`config.mk`:
```
export PLATFORM = sky130hd
export DESIGN_NAME = octave_frame_sequencer
export DESIGN_NICKNAME = d
export VERILOG_FILES = /design/src/rtl/octave_frame_sequencer.sv
export SDC_FILE = /design/constraint.sdc
export NUM_CORES = 1
export LEC_CHECK = 0
export CORE_UTILIZATION = 50
export CTS_BUF_LIST = sky130_fd_sc_hd__clkbuf_8
export DETAILED_ROUTE_END_ITERATION = 16
export PLACE_DENSITY_LB_ADDON = 0.05
export RECOVER_POWER = 100
export SLEW_MARGIN = 20
export SYNTH_ARGS = -nofsm -noshare
export SYNTH_HDL_FRONTEND = slang
export SYNTH_SLANG_ARGS = --single-unit
```
`constraint.sdc`:
```
create_clock -name clock -period 5.25 [get_ports clock]
set_clock_uncertainty 0.15 [all_clocks]
set_input_delay 1.05 -clock clock [delete_from_list [all_inputs] [get_ports clock]]
set_output_delay 1.05 -clock clock [all_outputs]
set_load 0.02 [all_outputs]
```
`src/rtl/octave_frame_sequencer.sv`:
```
// -----------------------------------------------------------------------------
// octave_frame_sequencer
//
// Frame-level controller that feeds one octave pipeline from the frame buffer.
// It runs in three phases:
//   1. It reads a WIDTH x HEIGHT 8-bit image from memory, starting at
//      base_addr, and passes each returned pixel to the octave one cycle later.
//   2. It waits for every outstanding read to return.
//   3. It streams FLUSH_ROWS rows of blanking (din = 0, blanking = 1). This
//      drains the last real rows out of the Gaussian chain and its DoG delay
//      lines.
// After that it pulses done for one cycle and returns to IDLE.
//
// Ports
//   clock, reset     clock and synchronous active-high reset
//   start            begin one frame; only sampled in IDLE
//   base_addr        address of pixel (0,0); captured when start is accepted
//   busy             high in every state except IDLE
//   done             one-cycle pulse in the DONE state
//   mem_req/addr     read request; address held stable until mem_gnt
//   mem_gnt          request accepted on mem_req & mem_gnt
//   mem_rvalid/rdata in-order read return, latency >= 1
//   oct_din          pixel (or zero during blanking) to the octave
//   oct_validin      strobe to the octave; the octave never back-pressures
//   oct_blanking     marks oct_din as blanking rather than image data
// -----------------------------------------------------------------------------
module octave_frame_sequencer #(
  parameter int WIDTH           = 420,
  parameter int HEIGHT          = 316,
  parameter int FLUSH_ROWS      = 10,
  parameter int ADDR_W          = 18,
  parameter int MAX_OUTSTANDING = 8
) (
  input  logic              clock,
  input  logic              reset,
  input  logic              start,
  input  logic [ADDR_W-1:0] base_addr,
  output logic              busy,
  output logic              done,
  output logic              mem_req,
  output logic [ADDR_W-1:0] mem_addr,
  input  logic              mem_gnt,
  input  logic              mem_rvalid,
  input  logic [7:0]        mem_rdata,
  output logic [7:0]        oct_din,
  output logic              oct_validin,
  output logic              oct_blanking
);

  // ---------------------------------------------------------------------------
  // Derived sizes
  // ---------------------------------------------------------------------------
  localparam int PIXELS = WIDTH * HEIGHT;
  localparam int CNT_W  = $clog2(PIXELS + 1);
  localparam int OUT_W  = $clog2(MAX_OUTSTANDING + 1);
  localparam int COL_W  = (WIDTH > 1) ? $clog2(WIDTH) : 1;
  localparam int ROW_W  = (FLUSH_ROWS > 1) ? $clog2(FLUSH_ROWS) : 1;

  localparam logic [CNT_W-1:0] PIXELS_C   = CNT_W'(PIXELS);
  localparam logic [OUT_W-1:0] MAX_OUT_C  = OUT_W'(MAX_OUTSTANDING);
  localparam logic [COL_W-1:0] LAST_COL_C = COL_W'(WIDTH - 1);
  localparam logic [ROW_W-1:0] LAST_ROW_C = ROW_W'(FLUSH_ROWS - 1);

  typedef enum logic [2:0] {
    S_IDLE,
    S_FETCH,
    S_DRAIN,
    S_FLUSH,
    S_DONE
  } state_e;

  // ---------------------------------------------------------------------------
  // State and datapath registers
  // ---------------------------------------------------------------------------
  state_e            state_q, state_d;
  logic [ADDR_W-1:0] base_q, base_d;
  logic [CNT_W-1:0]  issued_q, issued_d;            // reads granted this frame
  logic [OUT_W-1:0]  outstanding_q, outstanding_d;  // granted, not yet returned
  logic [COL_W-1:0]  col_q, col_d;                  // flush column
  logic [ROW_W-1:0]  row_q, row_d;                  // flush row
  logic [7:0]        pix_q, pix_d;                  // returned pixel, one cycle late
  logic              pix_valid_q, pix_valid_d;

  // ---------------------------------------------------------------------------
  // Shared decode
  // ---------------------------------------------------------------------------
  logic streaming;     // FETCH or DRAIN: read data is expected
  logic req;           // internal copy of mem_req
  logic grant;         // request accepted this cycle
  logic take_rvalid;   // read return accepted into the pipeline
  logic flush_last;    // final blanking cycle

  always_comb begin
    streaming  = (state_q == S_FETCH) || (state_q == S_DRAIN);
    req        = (state_q == S_FETCH) && (issued_q < PIXELS_C) &&
                 (outstanding_q < MAX_OUT_C);
    grant      = req && mem_gnt;
    // A return that arrives outside FETCH/DRAIN, or with nothing outstanding,
    // is a protocol error. It is dropped so that the counters cannot be
    // corrupted.
    take_rvalid = streaming && mem_rvalid && (outstanding_q != '0);
    flush_last  = (col_q == LAST_COL_C) && (row_q == LAST_ROW_C);
  end

  // ---------------------------------------------------------------------------
  // FSM: state register
  // ---------------------------------------------------------------------------
  // NOTE: clocked blocks use non-blocking assignments only. All registers in
  // one edge then see the pre-edge value of every other register, which is
  // what the hardware does.
  always_ff @(posedge clock) begin
    if (reset) state_q <= S_IDLE;
    else       state_q <= state_d;
  end

  // ---------------------------------------------------------------------------
  // FSM: next-state logic
  // ---------------------------------------------------------------------------
  // NOTE: every combinational block assigns its outputs a default first. A path
  // that leaves a signal unassigned would otherwise infer a latch.
  always_comb begin
    state_d = state_q;
    unique case (state_q)
      S_IDLE:  if (start)                  state_d = S_FETCH;
      S_FETCH: if (issued_q == PIXELS_C)   state_d = S_DRAIN;
      S_DRAIN: if (outstanding_q == '0)    state_d = S_FLUSH;
      S_FLUSH: if (flush_last)             state_d = S_DONE;
      S_DONE:                              state_d = S_IDLE;
      default:                             state_d = S_IDLE;
    endcase
  end

  // ---------------------------------------------------------------------------
  // FSM: outputs
  // ---------------------------------------------------------------------------
  always_comb begin
    busy         = (state_q != S_IDLE);
    done         = (state_q == S_DONE);
    mem_req      = req;
    // The address reads as zero when no request is made. While a request waits
    // for mem_gnt, neither issued_q nor base_q can change, so the address
    // stays stable.
    mem_addr     = req ? (base_q + ADDR_W'(issued_q)) : '0;
    oct_din      = 8'h00;
    oct_validin  = 1'b0;
    oct_blanking = 1'b0;
    unique case (state_q)
      S_FETCH, S_DRAIN: begin
        oct_din     = pix_q;
        oct_validin = pix_valid_q;
      end
      S_FLUSH: begin
        oct_validin  = 1'b1;
        oct_blanking = 1'b1;
      end
      default: ;
    endcase
  end

  // ---------------------------------------------------------------------------
  // Datapath next-state
  // ---------------------------------------------------------------------------
  always_comb begin
    base_d        = base_q;
    issued_d      = issued_q;
    outstanding_d = outstanding_q;
    col_d         = col_q;
    row_d         = row_q;
    pix_d         = 8'h00;
    pix_valid_d   = 1'b0;

    if (state_q == S_IDLE) begin
      if (start) begin
        base_d        = base_addr;
        issued_d      = '0;
        outstanding_d = '0;
        col_d         = '0;
        row_d         = '0;
      end
    end else begin
      if (grant) issued_d = issued_q + CNT_W'(1);

      // A grant and a return in the same cycle leave the count unchanged.
      // req is gated on outstanding_q < MAX, so the count stays within bound.
      unique case ({grant, take_rvalid})
        2'b10:   outstanding_d = outstanding_q + OUT_W'(1);
        2'b01:   outstanding_d = outstanding_q - OUT_W'(1);
        default: outstanding_d = outstanding_q;
      endcase

      // Returned data goes straight to the octave one cycle later. There is
      // no buffering, so gaps in mem_rvalid appear as gaps in oct_validin.
      if (take_rvalid) begin
        pix_d       = mem_rdata;
        pix_valid_d = 1'b1;
      end

      if (state_q == S_FLUSH) begin
        if (col_q == LAST_COL_C) begin
          col_d = '0;
          row_d = flush_last ? '0 : row_q + ROW_W'(1);
        end else begin
          col_d = col_q + COL_W'(1);
        end
      end
    end
  end

  // ---------------------------------------------------------------------------
  // Datapath registers
  // ---------------------------------------------------------------------------
  always_ff @(posedge clock) begin
    if (reset) begin
      base_q        <= '0;
      issued_q      <= '0;
      outstanding_q <= '0;
      col_q         <= '0;
      row_q         <= '0;
      pix_q         <= 8'h00;
      pix_valid_q   <= 1'b0;
    end else begin
      base_q        <= base_d;
      issued_q      <= issued_d;
      outstanding_q <= outstanding_d;
      col_q         <= col_d;
      row_q         <= row_d;
      pix_q         <= pix_d;
      pix_valid_q   <= pix_valid_d;
    end
  end

  // ---------------------------------------------------------------------------
  // Protocol properties
  // ---------------------------------------------------------------------------
  a_outstanding_bound: assert property (
    @(posedge clock) disable iff (reset) outstanding_q <= MAX_OUT_C);

  a_request_held: assert property (
    @(posedge clock) disable iff (reset)
      (mem_req && !mem_gnt) |=> (mem_req && $stable(mem_addr)));

endmodule
```
==> results of run 1 <==
-- flip-flops by register name (all words and copies together) (netlist names) --
name and count:
issued_q 18, state_q 3, col_q 9, base_q 18
outstanding_q 4, row_q 4, pix_valid_q 1, pix_q 8
-- synth_stat cells (4+ instances only) --
library cell,count
a211oi_1,11
a21o_1,5
a21oi_1,51
a311oi_1,4
a31oi_1,4
and2_1,24
and3_1,11
clkbuf_1,10
dfxtp_1,65
ha_1,24
inv_1,8
mux2i_1,6
nand2_1,66
nand2b_1,5
nand3_1,17
nand4_1,9
nor2_1,49
nor2b_1,8
nor3_1,13
nor4_1,4
o211ai_1,6
o21a_1,6
o21ai_0,24
xnor2_1,7
xor2_1,10
-- worst max-delay path, cell delays in order --
cell and delay, ns:
dlygate4sd3_1 0.55, and2_0 0.21, a21boi_0 1.60, nor2_1 0.32, ha_1 0.49, nand2b_1 0.17, mux2_2 0.25, a31oi_1 0.16
-- metal layers --
metal | up-vias | GRT usage, % | wire (um) | share of wire [%]
met3 | 14 | 4.02 | 418 | 4.5
met1 | 1712 | 29.8 | 4330 | 47
met5 | - | 0 | 0 | 0
met2 | 100 | 39.2 | 4310 | 47
met4 | 0 | 9.39 | 143 | 1.6
li1 | 1893 | - | - | -
-- cell type report --
type	count	area (um^2)
Sequential cell	65	1300
Multi-Input combinational cell	406	2480
Tap cell	102	128
Inverter	9	33.8
Clock buffer	9	124
Timing Repair Buffer	63	619
Fill cell	707	2970
Clock inverter	7	31.3
-- power groups by stage --
stage / clock [W] / sequential [W] / combinational (W)
detailed placement: 0 / 0.000546 / 0.000229
global placement: 0 / 0.000546 / 0.000225
global route: 0.000381 / 0.000537 / 0.000245
CTS: 0.000363 / 0.000535 / 0.000230
finish: 0.000348 / 0.000534 / 0.000221
floorplan: 0 / 0.000536 / 0.000162
-- cell families after synthesis --
family	synth area share, %
buffers and inverters	3.66
AOI/OAI and AO/OA	19.7
DFF	32.8
muxes	2.37
xor gates and xnor gates	3.76
and+or+nand+nor	29.3
adders and majority gates	8.33
-- worst paths after layout --
path / start / cells past startpoint / end
setup reg to reg: issued_q[11] / 8 / outstanding_q[2]
setup / recovery: mem_gnt / 8 / outstanding_q[2]
hold / removal: base_q[16] / 2 / base_q[16]
hold reg to reg: base_q[16] / 2 / base_q[16]
-- metrics by stage --
stage / hold slack [ns] / utilization, % / total power, W / setup slack (ns) / cells
2_1_floorplan: 0.291 / - / 0.000698 / 1.72 / 498
3_3_place_gp: 0.297 / 59.9 / 0.000771 / 1.21 / 645
3_5_place_dp: 0.305 / 59.9 / 0.000775 / 1.14 / 645
4_1_cts: 0.314 / 61.9 / 0.00113 / 0.744 / 661
5_1_grt: 0.334 / 61.4 / 0.00116 / 0.237 / 661
6_report: 0.310 / 61.4 / 0.00110 / 0.543 / 661
-- cells in the final DEF (no fill, tap or decap), drive strengths merged, types with 8 or more instances in the layout --
cell	synthesis	layout
nor3	15	15
nor2b	8	8
and3	11	11
and2	26	26
inv	8	11
dfxtp	65	65
dlygate4sd3	0	31
nand2	66	66
a21oi	52	52
nor2	49	49
nand3	18	18
o21ai	26	26
clkbuf	13	10
a211oi	11	11
xor2	10	10
nand4	9	9
clkdlybuf4s50	0	29
ha	24	24
==> flow_summary.toml, run 1 <==
[logic_synthesis]
synthFlopType = "dfxtp_1"
yosys-top-cells-area = "dfxtp_1, ha_1, a21oi_1"
synth_top_cell_area_share_pct = 32.8
ys.warnings.count = 0
syn-num-nets = 554
seq_area_frac_synth_pct = 32.8
synth_edf_count = 0
synth.distinct_cells = 62
yosysTopAreaCell = "dfxtp_1"
syn_area_per_cell_um2 = 7.96
syn-instance-count = 498
async_flop_share_pct = 0
synthesis.area_um2 = 3970
ys_seq_elements = 65

[final_layout]
area_growth_pct = 19.0
final_cell_area_um2 = 4720
antenna_cells = 0
nets = 610
drive_gt1_share_pct = 5.01

[power]
ir_worst_vdd_mv = 0.152
seqPwrFrac_pct = 48.5
sw_frac_of_total_pct = 30.6
internal_power_w = 0.000765
p_per_area_nw_per_um2 = 234
total_leakage_power_nw = 1.90
switching_power_w = 0.000338
power_frac_comb_pct = 20.0
clockPowerShare_pct = 31.5

[die]
start_util_pct = 51.6
core_um2 = 7690
die_y_um = 91.1
placementRows = 32
io_pins = 62
dieArea_um2 = 8290
dieWidth_um = 91.1

[placed_design]
gp_congestion = 0.880
place_hpwl_mm = 6.58
placed_area_um2 = 4600
portBuffers = 61

[cts]
cts_inserted_buffers = 9
insertion_delay_ns = 0.34
cts_tree = "yes"
cts-root-buf = "clkbuf_8"
clkTransAtPathRegs_ns = 0.06
htreeDepth = 3
clock_sinks = 65
post_cts_buffers = 0
ctsResizeCount = 0
clockBufferDepth = 2
hold_buffers = 0

[critical_path]
critPathArrivalTime_ns = 4.80
r2r_slack_ns = 0.90
critPathKind = "input port to register"
start_kind = "input port"
setup.worst_path.end_class = "register"
required_ns = 5.34
cp_max_fo = 19

[timing]
finalHoldViolations = 0
min_period_ns = 4.71
setup_tns_ns = 0
rsz0062_at_grt = "no"
relSlewSlack_pct = -52.3
finalCritPeriodShare_pct = 89.7
setup_viol_count_final = 0
fmax_mhz = 212
worstMarginPinSlew_ns = 2.28
slew_violations = 73

[detailed_routing]
wl_per_cell_um = 13.9
drcViolationCount = 0
num_vias = 3719
antenna_left = 0
dr.pass1.iters = 5
drt_iter0_drc = 181
wirelength_mm = 9.20
vias_per_cell = 5.63

[hold_path]
hold_path_class = "register to register"

[grt]
grt_pass1_vias = 3478
grt.overflow.total = 0
grt_pass1_wl_mm = 15.7
grt_start_max_net_pins = 53
antenna_found_initial = 0
globalRouteTotalUtil_pct = 23.4

[flow_run]
drv_cap = 2

[outcome]
violations = "capacitance limit, slew limit"
status = "finished, violations left"
Power figures use the tool's default switching activity.
==> inputs of run 2 (changes only) <==
REMOVE_ABC_BUFFERS = 1   (was not set)
==> run 2 against run 1 <==
- cell count grew 0.15%
- first-iteration DRC count grew 15%
- the run still ends with capacitance limit, slew limit left
- worst hold slack gained 0.0032 ns
- maximum frequency shrank 0.48%
- worst setup slack lost 0.023 ns
- cell area grew 1.4%
- register-to-register slack lost 0.06 ns
- global-route usage grew 0.40 points
- non-clock buffer count grew 1
- wire length grew 3.2%
==> flow_summary.toml, run 2 (synthesis results as in run 1) <==
[placed_design]
gp_congestion = 0.875
place_hpwl_mm = 6.74
dp_cells = 646
placed_area_um2 = 4610
place_ws_ns = 1.11
portBuffers = 61

[final_layout]
layout.cells.non_filler = 662
fill_cells = 715
final_cell_area_um2 = 4780
layout_common_cells = "nand2_1, dfxtp_1, a21oi_1, nor2_1, dlygate4sd3_1"
nets = 611
layout_commonest_cell = "nand2_1"
reg_top3 = "base_q: 18 flops, issued_q: 18 flops, col_q: 9 flops"
area_growth_pct = 20.6
antenna_cells = 0
drive_gt1_share_pct = 5.54

[flow_run]
drv_cap = 2

[outcome]
status = "finished, violations left"
violations = "capacitance limit, slew limit"

[detailed_routing]
route.met2.wl_mm = 4.51
drcViolationCount = 0
drt-met1-wl_mm = 4.33
dr.pass1.iters = 4
routed-wl-met3_um = 514
antenna_left = 0
num_vias = 3717
vias_per_cell = 5.61
drt_iter0_drc = 209
wirelength_mm = 9.49
maxUsedRoutingLayer = "met4"
wl_per_cell_um = 14.3

[critical_path]
r2r_slack_ns = 0.84
rr_worst_depth = 8
critPathTopFamily = "compound AO/OA/AOI/OAI gates"
slowest_stage = "a21boi_0"
setup.worst_path.end_class = "register"
critical_path_depth = 8
path_cells = "dlygate4sd3_1 > and2_0 > a21boi_0 > nor2_1 > ha_1 > nand2b_1 > mux2_2 > a31oi_1"
required_ns = 5.36
start_kind = "input port"
cp_max_fo = 19
critPathBufInv = 1
critPathArrivalTime_ns = 4.84
worst_path_largest_cell_delay_ns = 1.66
critPathKind = "input port to register"

[die]
placementRows = 32
core_um2 = 7690
dieWidth_um = 91.1
die_y_um = 91.1
start_util_pct = 51.6
io_pins = 62
dieArea_um2 = 8290

[cts]
cts_tree = "yes"
post_cts_buffers = 0
insertion_delay_ns = 0.35
ctsResizeCount = 0
clock_sinks = 65
clockBufferDepth = 2
cts-root-buf = "clkbuf_8"
clkTransAtPathRegs_ns = 0.08
cts_inserted_buffers = 9
htreeDepth = 3
hold_buffers = 0

[timing]
fin_ws_ns = 0.520
finalCritPeriodShare_pct = 90.1
slew_violations = 54
min_period_ns = 4.73
relSlewSlack_pct = -47.3
worstMarginPinSlew_ns = 2.19
setup_viol_count_final = 0
rsz0062_at_grt = "no"
finalHoldViolations = 0
fmax_mhz = 211
setup_tns_ns = 0

[grt]
antenna_found_initial = 0
globalRouteTotalUtil_pct = 23.8
grt_pass1_vias = 3515
grt_start_max_net_pins = 35
grt_pass1_wl_mm = 16.0
grt.overflow.total = 0

[hold_path]
hold_path_class = "register to register"
min_path_cells = 2

[power]
power_w = 0.00120
total_leakage_power_nw = 1.90
p_per_area_nw_per_um2 = 250
ir_worst_vdd_mv = 0.206
==> run 2: cell types whose count changed in the layout (fill, tap and decap cells not counted), moves of 2 or more <==
cell | previous run | this run
clkinv_2 | 4 | 1
clkbuf_1 | 1 | 3
inv_1 | 11 | 8
clkinvlp_4 | 0 | 2
inv_6 | 0 | 3
==> run 2: routing by layer <==
| layer | global-route usage, % | vias to the layer above |
|---|---|---|
| li1 | - | 1892 |
| met1 | 28.5 | 1722 |
| met2 | 41.5 | 90 |
| met3 | 6.45 | 13 |
| met4 | 6.88 | 0 |
| met5 | 0 | - |
==> run 2: final timing paths <==
check	end	from
setup reg to reg	outstanding_q[2]	state_q[0]
hold reg to reg	base_q[10]	base_q[10]
setup / recovery	outstanding_q[2]	mem_gnt
hold / removal	base_q[10]	base_q[10]
==> run 2: where the power goes <==
part	internal [W]	switching [W]	leakage (nW)
clock	0.000223	0.000216	0.0966
combinational	0.0000901	0.000132	1.28
sequential	0.000513	0.0000228	0.527
==> run 2: metrics by stage <==
step	utilization, %	hold slack [ns]
after global placement	60.0	0.298
after CTS	62.6	0.317
after detailed placement	60.0	0.306
after floorplan	-	0.284
final	62.2	0.313
after global routing	62.2	0.337
==> run 2: layout make-up <==
type	instances	area, um^2	area share, %
clock buffer	9	124	2.59
timing repair buffer	64	619	13.0
clock inverter	7	76.3	1.60
inverter	9	33.8	0.707
sequential	65	1300	27.2
tap	102	128	2.67
multi-input combinational	406	2500	52.3
==> run 2: worst register-to-register path, delay by kind of cell, from the launching register on <==
kind / cells / cell delay, ns
adder cells (fa/ha/maj): 1 / 0.49
AND/OR/NAND/NOR: 4 / 1.07
multiplexers: 1 / 0.25
AO/OA/AOI/OAI: 2 / 1.82
flip-flops: 1 / 0.54
